==> src/rtl/read_stream_pkg.sv <==
`default_nettype none
// ============================================================================
//  Module      : read_stream_pkg
//  Description : Shared types and constants for the FIFO read-stream adapter.
//  Revision    : 1.0 - initial release
// ============================================================================
package read_stream_pkg;

    localparam int unsigned c_DEFAULT_DATA_WIDTH = 8;

    // Encoding doubles as the buffer occupancy reported on level.
    typedef enum logic [1:0] {
        S_EMPTY = 2'd0,
        S_ONE   = 2'd1,
        S_FULL  = 2'd2
    } state_t;

endpackage : read_stream_pkg
`default_nettype wire

==> src/rtl/read_stream_adapter_if.sv <==
`default_nettype none
// ============================================================================
//  Module      : read_stream_adapter_if
//  Description : FIFO read-port and output-stream bundle for the adapter.
//  Revision    : 1.0 - initial release
// ============================================================================
interface read_stream_adapter_if
    import read_stream_pkg::*;
#(
    parameter int unsigned DATA_WIDTH = c_DEFAULT_DATA_WIDTH
);

    logic                  empty;
    logic [DATA_WIDTH-1:0] read_data;
    logic                  read_enable;
    logic                  out_valid;
    logic                  out_ready;
    logic [DATA_WIDTH-1:0] out_data;
    logic [1:0]            level;

    // Adapter side: consumes the FIFO read port, produces the stream.
    modport slave (
        input  empty,
        input  read_data,
        input  out_ready,
        output read_enable,
        output out_valid,
        output out_data,
        output level
    );

    // Environment side: FIFO storage plus downstream consumer.
    modport master (
        output empty,
        output read_data,
        output out_ready,
        input  read_enable,
        input  out_valid,
        input  out_data,
        input  level
    );

endinterface : read_stream_adapter_if
`default_nettype wire

==> src/rtl/read_stream_adapter.sv <==
`default_nettype none
// ============================================================================
//  Module      : read_stream_adapter
//  Description : Two-entry skid buffer turning a FIFO read port into a
//                valid/ready stream at one word per cycle.
//  Revision    : 1.0 - initial release
// ============================================================================
module read_stream_adapter
    import read_stream_pkg::*;
#(
    parameter int unsigned DATA_WIDTH = c_DEFAULT_DATA_WIDTH
) (
    input  wire logic             clock_read,
    input  wire logic             read_reset,
    input  wire logic             flush,
    read_stream_adapter_if.slave  bus
);

    state_t                r_state;
    logic [DATA_WIDTH-1:0] r_head;
    logic [DATA_WIDTH-1:0] r_tail;

    logic w_pop;
    logic w_push;

    // A full buffer may still pop from the FIFO when the head leaves this cycle.
    always_comb begin
        w_pop  = (r_state != S_EMPTY) & bus.out_ready;
        w_push = ~bus.empty & ~flush & ~read_reset &
                 ((r_state != S_FULL) | w_pop);
    end

    assign bus.read_enable = w_push;
    assign bus.out_valid   = (r_state != S_EMPTY);
    assign bus.out_data    = r_head;
    assign bus.level       = r_state;

    always_ff @(posedge clock_read) begin
        if (read_reset) begin
            r_state <= S_EMPTY;
            r_head  <= '0;
            r_tail  <= '0;
        end else if (flush) begin
            r_state <= S_EMPTY;
        end else begin
            case (r_state)
                S_EMPTY: begin
                    if (w_push) begin
                        r_head  <= bus.read_data;
                        r_state <= S_ONE;
                    end
                end
                S_ONE: begin
                    if (w_push && w_pop) begin
                        r_head <= bus.read_data;
                    end else if (w_push) begin
                        r_tail  <= bus.read_data;
                        r_state <= S_FULL;
                    end else if (w_pop) begin
                        r_state <= S_EMPTY;
                    end
                end
                S_FULL: begin
                    if (w_pop) begin
                        r_head <= r_tail;
                        if (w_push) begin
                            r_tail <= bus.read_data;
                        end else begin
                            r_state <= S_ONE;
                        end
                    end
                end
                default: begin
                    r_state <= S_EMPTY;
                end
            endcase
        end
    end

endmodule : read_stream_adapter
`default_nettype wire

==> src/flat_wrapper.sv <==
// flat-port wrapper written by rule: the top's interface ports become plain ports
module read_stream_adapter_flat import read_stream_pkg::*;
#(
    parameter int unsigned DATA_WIDTH = c_DEFAULT_DATA_WIDTH
)
  (clock_read, read_reset, flush, bus_empty, bus_read_data, bus_out_ready, bus_read_enable, bus_out_valid, bus_out_data, bus_level);
  read_stream_adapter_if #(.DATA_WIDTH(DATA_WIDTH)) bus_i ();
  input  wire logic clock_read;
  input  wire logic read_reset;
  input  wire logic flush;
  input wire logic [$bits(bus_i.empty)-1:0] bus_empty;
  input wire logic [$bits(bus_i.read_data)-1:0] bus_read_data;
  input wire logic [$bits(bus_i.out_ready)-1:0] bus_out_ready;
  output wire logic [$bits(bus_i.read_enable)-1:0] bus_read_enable;
  output wire logic [$bits(bus_i.out_valid)-1:0] bus_out_valid;
  output wire logic [$bits(bus_i.out_data)-1:0] bus_out_data;
  output wire logic [$bits(bus_i.level)-1:0] bus_level;
  assign bus_i.empty = bus_empty;
  assign bus_i.read_data = bus_read_data;
  assign bus_i.out_ready = bus_out_ready;
  assign bus_read_enable = bus_i.read_enable;
  assign bus_out_valid = bus_i.out_valid;
  assign bus_out_data = bus_i.out_data;
  assign bus_level = bus_i.level;
  read_stream_adapter #(.DATA_WIDTH(DATA_WIDTH)) u_core (.clock_read(clock_read), .read_reset(read_reset), .flush(flush), .bus(bus_i));
endmodule
==> config.mk <==
export PLATFORM = sky130hd
export DESIGN_NAME = read_stream_adapter_flat
export DESIGN_NICKNAME = d
export VERILOG_FILES = /design/src/rtl/read_stream_pkg.sv /design/src/rtl/read_stream_adapter_if.sv /design/src/rtl/read_stream_adapter.sv /design/src/flat_wrapper.sv
export SDC_FILE = /design/constraint.sdc
export NUM_CORES = 1
export LEC_CHECK = 0
export ABC_AREA = 1
export BUFFER_PORTS_ARGS = -buffer_cell sky130_fd_sc_hd__buf_2
export CORE_UTILIZATION = 49
export CTS_BUF_LIST = sky130_fd_sc_hd__clkbuf_4 sky130_fd_sc_hd__clkbuf_8
export DETAILED_ROUTE_END_ITERATION = 16
export GPL_TIMING_DRIVEN = 0
export PLACE_DENSITY = 0.79
export SYNTH_ARGS = -nofsm -noshare
export SYNTH_HDL_FRONTEND = slang
export SYNTH_SLANG_ARGS = --single-unit
==> constraint.sdc <==
create_clock -name clock_read -period 1.1 [get_ports clock_read]
set_input_delay 0.275 -clock clock_read [delete_from_list [all_inputs] [get_ports clock_read]]
set_output_delay 0.275 -clock clock_read [all_outputs]
set_load 0.005 [all_outputs]
After elaboration in Yosys (flattened, before gate mapping)
Index checks and enable logic that the tools add are counted.

word-level totals
  flip-flop bits (word level) = 18
  input bits = 13
  output and inout port bits = 12
  word-level logic and storage cells = 44

operators by class
  eq/ne operators = 9
  muxes and demuxes = 15
  bitwise logic cells = 8
  reduce and logical (&&, ||, !) cells = 9

operators with widths
  operator            number
  $mux 8              6
  $pmux 8 s3          1
  $pmux 8 s2          1
  $mux 2              6
  $reduce_and 5->1    2
  $ne 2x1->1 const B  3
  $ne 2x2->1 const B  3
  $pmux 2 s3          1
  $and 1x1->1         4
  $reduce_and 4->1    1
  $reduce_bool 2->1   2
  $ne 3x1->1 const B  1
  $not 1->1           3
  $reduce_bool 3->1   1
  $eq 2x1->1 const B  1
  $eq 2x2->1 const B  1
  $logic_not 2->1     1
  $reduce_or 2->1     1
  $logic_and 1x1->1   1
  $or 1x1->1          1

Depth between registers and ports, before layout
  depth after elaboration = 7
  depth in mapped cells = 9
  gate-level depth less buffers = 8

Worst setup path before layout
OpenSTA, ideal clock, no wires.

  path type = register -> register
  from = reg u_core.r_state[0], in the netlist u_core.bus.level[0]
  to = reg u_core.r_tail[5]
  library setup time = 115 ps
  arrival time = 1120 ps
  required time = 985 ps
  slack = -135 ps
  stages on the path, launching flop included = 10
  buffers on the path = 2
  clock period less this slack = 1235 ps
  path through = dfxtp_1 inv_1 buf_4 nor2_2 nand2_2 nand2_4 buf_6 nand3_1 nand2_1 nor2_1

between the ends
  word-level cells in the longest chain between the ends = 7
  elaborated cells on any way between the ends = 16
  those cells by class = eq/ne: 5; mux: 4; bitwise: 3; reduce/logical: 4

ends and longest elaborated chain
  item                                            RTL line                   RTL
  from (decl)                                     read_stream_adapter.sv:19  state_t r_state;
  from (signal assigned)                          read_stream_adapter.sv:40  r_state <= S_EMPTY;
  from (signal assigned)                          read_stream_adapter.sv:44  r_state <= S_EMPTY;
  from (signal assigned)                          read_stream_adapter.sv:50  r_state <= S_ONE;
  $reduce_bool 2->1                               read_stream_adapter.sv:28  w_pop = (r_state != S_EMPTY) & bus.out_ready;
  $and 1x1->1                                     read_stream_adapter.sv:28
  $or 1x1->1                                      read_stream_adapter.sv:30  ((r_state != S_FULL) | w_pop);
  $and 1x1->1                                     read_stream_adapter.sv:29  w_push = ~bus.empty & ~flush & ~read_reset &
  $mux 8 or $logic_and 1x1->1 (tied branches)     -
  $mux 8, or another cell as far along            -
  $pmux 8 s2 or $reduce_and 4->1 (tied branches)  -
  to (signal assigned)                            read_stream_adapter.sv:57  r_tail <= bus.read_data;
  to (signal assigned)                            read_stream_adapter.sv:67  r_tail <= bus.read_data;
  to (decl)                                       read_stream_adapter.sv:21  logic [DATA_WIDTH-1:0] r_tail;

Parallel ways exist; a longest one is shown, timed or not. The select of a mux whose other input is x is not followed.
A chain may end at the register's enable or synchronous reset.

Worst setup path after layout
  from = reg u_core.r_state[0], in the netlist u_core.bus.level[0]
  to = out bus_read_enable

between the ends
  word-level cells in the longest chain between the ends = 4
  elaborated cells on any way between the ends = 5
  those cells by class = eq/ne: 1; bitwise: 3; reduce/logical: 1

ends and longest elaborated chain
  item               RTL line                   RTL
  $reduce_bool 2->1  read_stream_adapter.sv:28
  $and 1x1->1        read_stream_adapter.sv:28
  $or 1x1->1 (*)     read_stream_adapter.sv:30
  $and 1x1->1 (*)    read_stream_adapter.sv:29
  to (decl)          flat_wrapper.sv:14         output wire logic [$bits(bus_i.read_enable)-1:0] bus_read_enable;

Mark *: on every way between the ends. The rest lies on a longest branch, timed or not.

==> metrics.md <==
| Metric | Value |
|---|---|
| Outcome | `finished with violations` |
| Violated checks | `negative setup slack` |
| Worst skew pair latency | `290 ps` |
| Top delay family on crit path | `flip-flops` |
| Switching Share | `26.7%` |
| Initial antenna violation count | `0` |
| Drt first pass iters | `4` |
| Place WS | `-349 ps` |
| Syn nets | `170` |
| Clk pwr share | `32.0%` |
| Clock Tree Buf Depth | `2` |
| Slowest stage cell on the critical path | `dfxtp_4` |
| Crit-path max cell delay | `370 ps` |
| Worst relative slew slack | `85.9%` |
| Largest net degree at the start of global routing | `11` |
| Fin Clk Skew | `4.67 ps` |
| Worst-path cell chain | `inv_4 -> nand2_8 -> nor2_4 -> nor2_4 -> buf_6 -> buf_6` |
| Routed vias/inst | `5.05` |
| RSZ-0062 raised after global routing | `yes` |
| Clock sinks | `18` |
| Fraction of layout cells with a size suffix above 1 | `44.0%` |
| 1st-iter DRT viols | `34` |
| Drt wl/cell | `11.9 um` |
| Vias in the first global route | `866` |
| Total CTS buffers | `3` |
| Global-route usage over all layers | `24.8%` |
| Combinational Power Share | `17.0%` |
| Max H-tree Level | `1` |
| P&R area growth vs syn | `48.9%` |
| Die W | `47.6 um` |
| Final HPWL DP | `1.57 mm` |
| Row Count | `16` |
| VDD IR-drop max | `0.646 mV` |
| Remaining global-route overflow | `0` |
| Synth Instances | `157` |
| Reg power frac | `51.1%` |
| N_diodes | `0` |
| Clock transition at path regs | `110 ps` |
| Fill count | `163` |
| Period utilization | `130%` |
| CP Data Arrival Time | `1150 ps` |
| Mapped cell area | `1020 um2` |
| P_int | `963 uW` |
| Req. time, crit path | `820 ps` |
| Via Count | `1147` |
| Placed insts | `208` |
| Power per cell area | `866 nW/um2` |
| Root Driver | `clkbuf_4` |
| Hold crit path type | `in2reg` |
| Final WS setup | `-328 ps` |
| Core ar. | `1960 um2` |
| Syn Area/Cell | `6.49 um2` |
| Fmax | `700 MHz` |
| Final Non-Filler Cells | `227` |
| Crit Path Max Fanout | `2` |
| Most common cell after layout, fill and taps aside | `nand2_1` |
| IO Port Bufs | `24` |
| Die Height | `47.6 um` |
| Post-CTS Hold Buffers | `0` |
| WP buf/inv | `3` |
| Max_cap viols | `0` |
| First-pass GRT wire length | `3.81 mm` |
| #FFs+latches synth | `18` |
| Final Slew Violations | `0` |
| Critical path class | `reg2out` |
| Die ar. | `2260 um2` |
| IO Pins | `25` |
| DRC Markers | `0` |
| CP endpoint kind | `primary output` |
| LEAKAGE | `0.781 nW` |
| CP Launch Type | `flip-flop` |
| Seq/Total Area, Yosys | `35.4%` |
| Final setup viols | `22` |
| Antenna viol nets, final | `0` |
| CTS tree | `yes` |
| Crit path time final | `1430 ps` |
| Final layout net count | `214` |
| Fin. Hold Viols | `0` |
| Cell variety after synth | `17` |
| YS warnings | `0` |
| Most frequent cells in the layout | `nand2_1, buf_2, nor2_1` |
| Actual slew at the worst max-slew pin | `211 ps` |
| Final wirelength | `2.70 mm` |
| Switching power | `350 uW` |
| GPL Wtd Cong | `0.747` |
| Total power | `1.31 mW` |
| Initial Utilization | `51.9%` |
| Reg2reg setup slack | `-250 ps` |
-- layout make-up --
class	count	area, um2	share of cell area [%]
sequential	18	368	24.3
clock buffer	4	36.3	2.39
inverter	23	88.8	5.86
buffer	5	56.3	3.71
multi-input combinational	110	648	42.7
tap	27	33.8	2.23
timing repair buffer	40	285	18.8
-- metrics by stage --
step | hold slack [ps] | util (%) | setup TNS [ps] | area, um2
6_report | 267 | 77.3 | -4580 | 1520
2_1_floorplan | 447 | - | -339 | 1050
5_1_grt | 284 | 77.3 | -5920 | 1520
3_5_place_dp | 469 | 61.4 | -4210 | 1200
3_3_place_gp | 462 | 61.4 | -3640 | 1200
4_1_cts | 266 | 73.3 | -4610 | 1440
-- cells in the mapped netlist --
library cell / n / share of area [%]
nor2_1: 26 / 9.6
inv_1: 22 / 8.1
nand2_1: 45 / 17
nor2_4: 3 / 3.3
xor2_1: 1 / 0.86
dfxtp_1: 18 / 35
nor2_2: 2 / 1.2
nand3_4: 1 / 1.7
nand3_1: 18 / 8.8
o21bai_1: 1 / 0.74
a21oi_1: 9 / 4.4
nand2_4: 1 / 1.1
nand2_2: 3 / 1.8
clkinv_1: 1 / 0.37
buf_6: 4 / 4.4
buf_4: 1 / 0.74
clkbuf_4: 1 / 0.74
-- cell families after synthesis --
logic type      share of synthesized area [%]
compound gates                           5.16
xor+xnor                                0.860
buf+inv                                  14.4
flops                                    35.4
simple gates                             44.2
-- path summary, 6_finish.rpt --
check,start,cells after the start,to
max,u_core.bus.level[0],6,bus_read_enable
min,flush,4,u_core.bus.level[1]
max reg2reg,u_core.bus.level[1],8,u_core.bus.out_data[0]
min reg2reg,u_core.r_tail[3],2,u_core.r_tail[3]
-- power by group through the flow --
stage	Sequential [mW]	Clock [mW]	Combinational (mW)
after CTS	0.671	0.424	0.209
final	0.671	0.420	0.223
after floorplan	0.689	0	0.108
after detailed placement	0.688	0	0.172
after global placement	0.687	0	0.168
after global routing	0.673	0.466	0.247
-- per-layer routing --
layer,wire length (um),global-route usage (%)
met5,0,0
met2,1470,41.6
met1,1060,29.2
met4,51,13.9
met3,121,5.28
-- sequential cells by signal, summed over array words and instances (netlist names) --
name,count
u_core.bus.out_data,8
u_core.r_tail,8
u_core.bus.level,2
-- worst register-to-register path: cells and delay by family, from the launching register on --
family                 cells  cell delay [ps]
and+or+nand+nor            5              480
DFF                        1              390
buffers and inverters      3              370
-- what timing repair did --
item / CTS / global route
endpoints found under the setup margin: 19 / 22
gates cloned: 2 / 0
setup buffers: 11 / 4
gates resized for setup: 31 / 12
pin swaps: 15 / 12
Note: power is estimated with default switching activity, not from simulation.
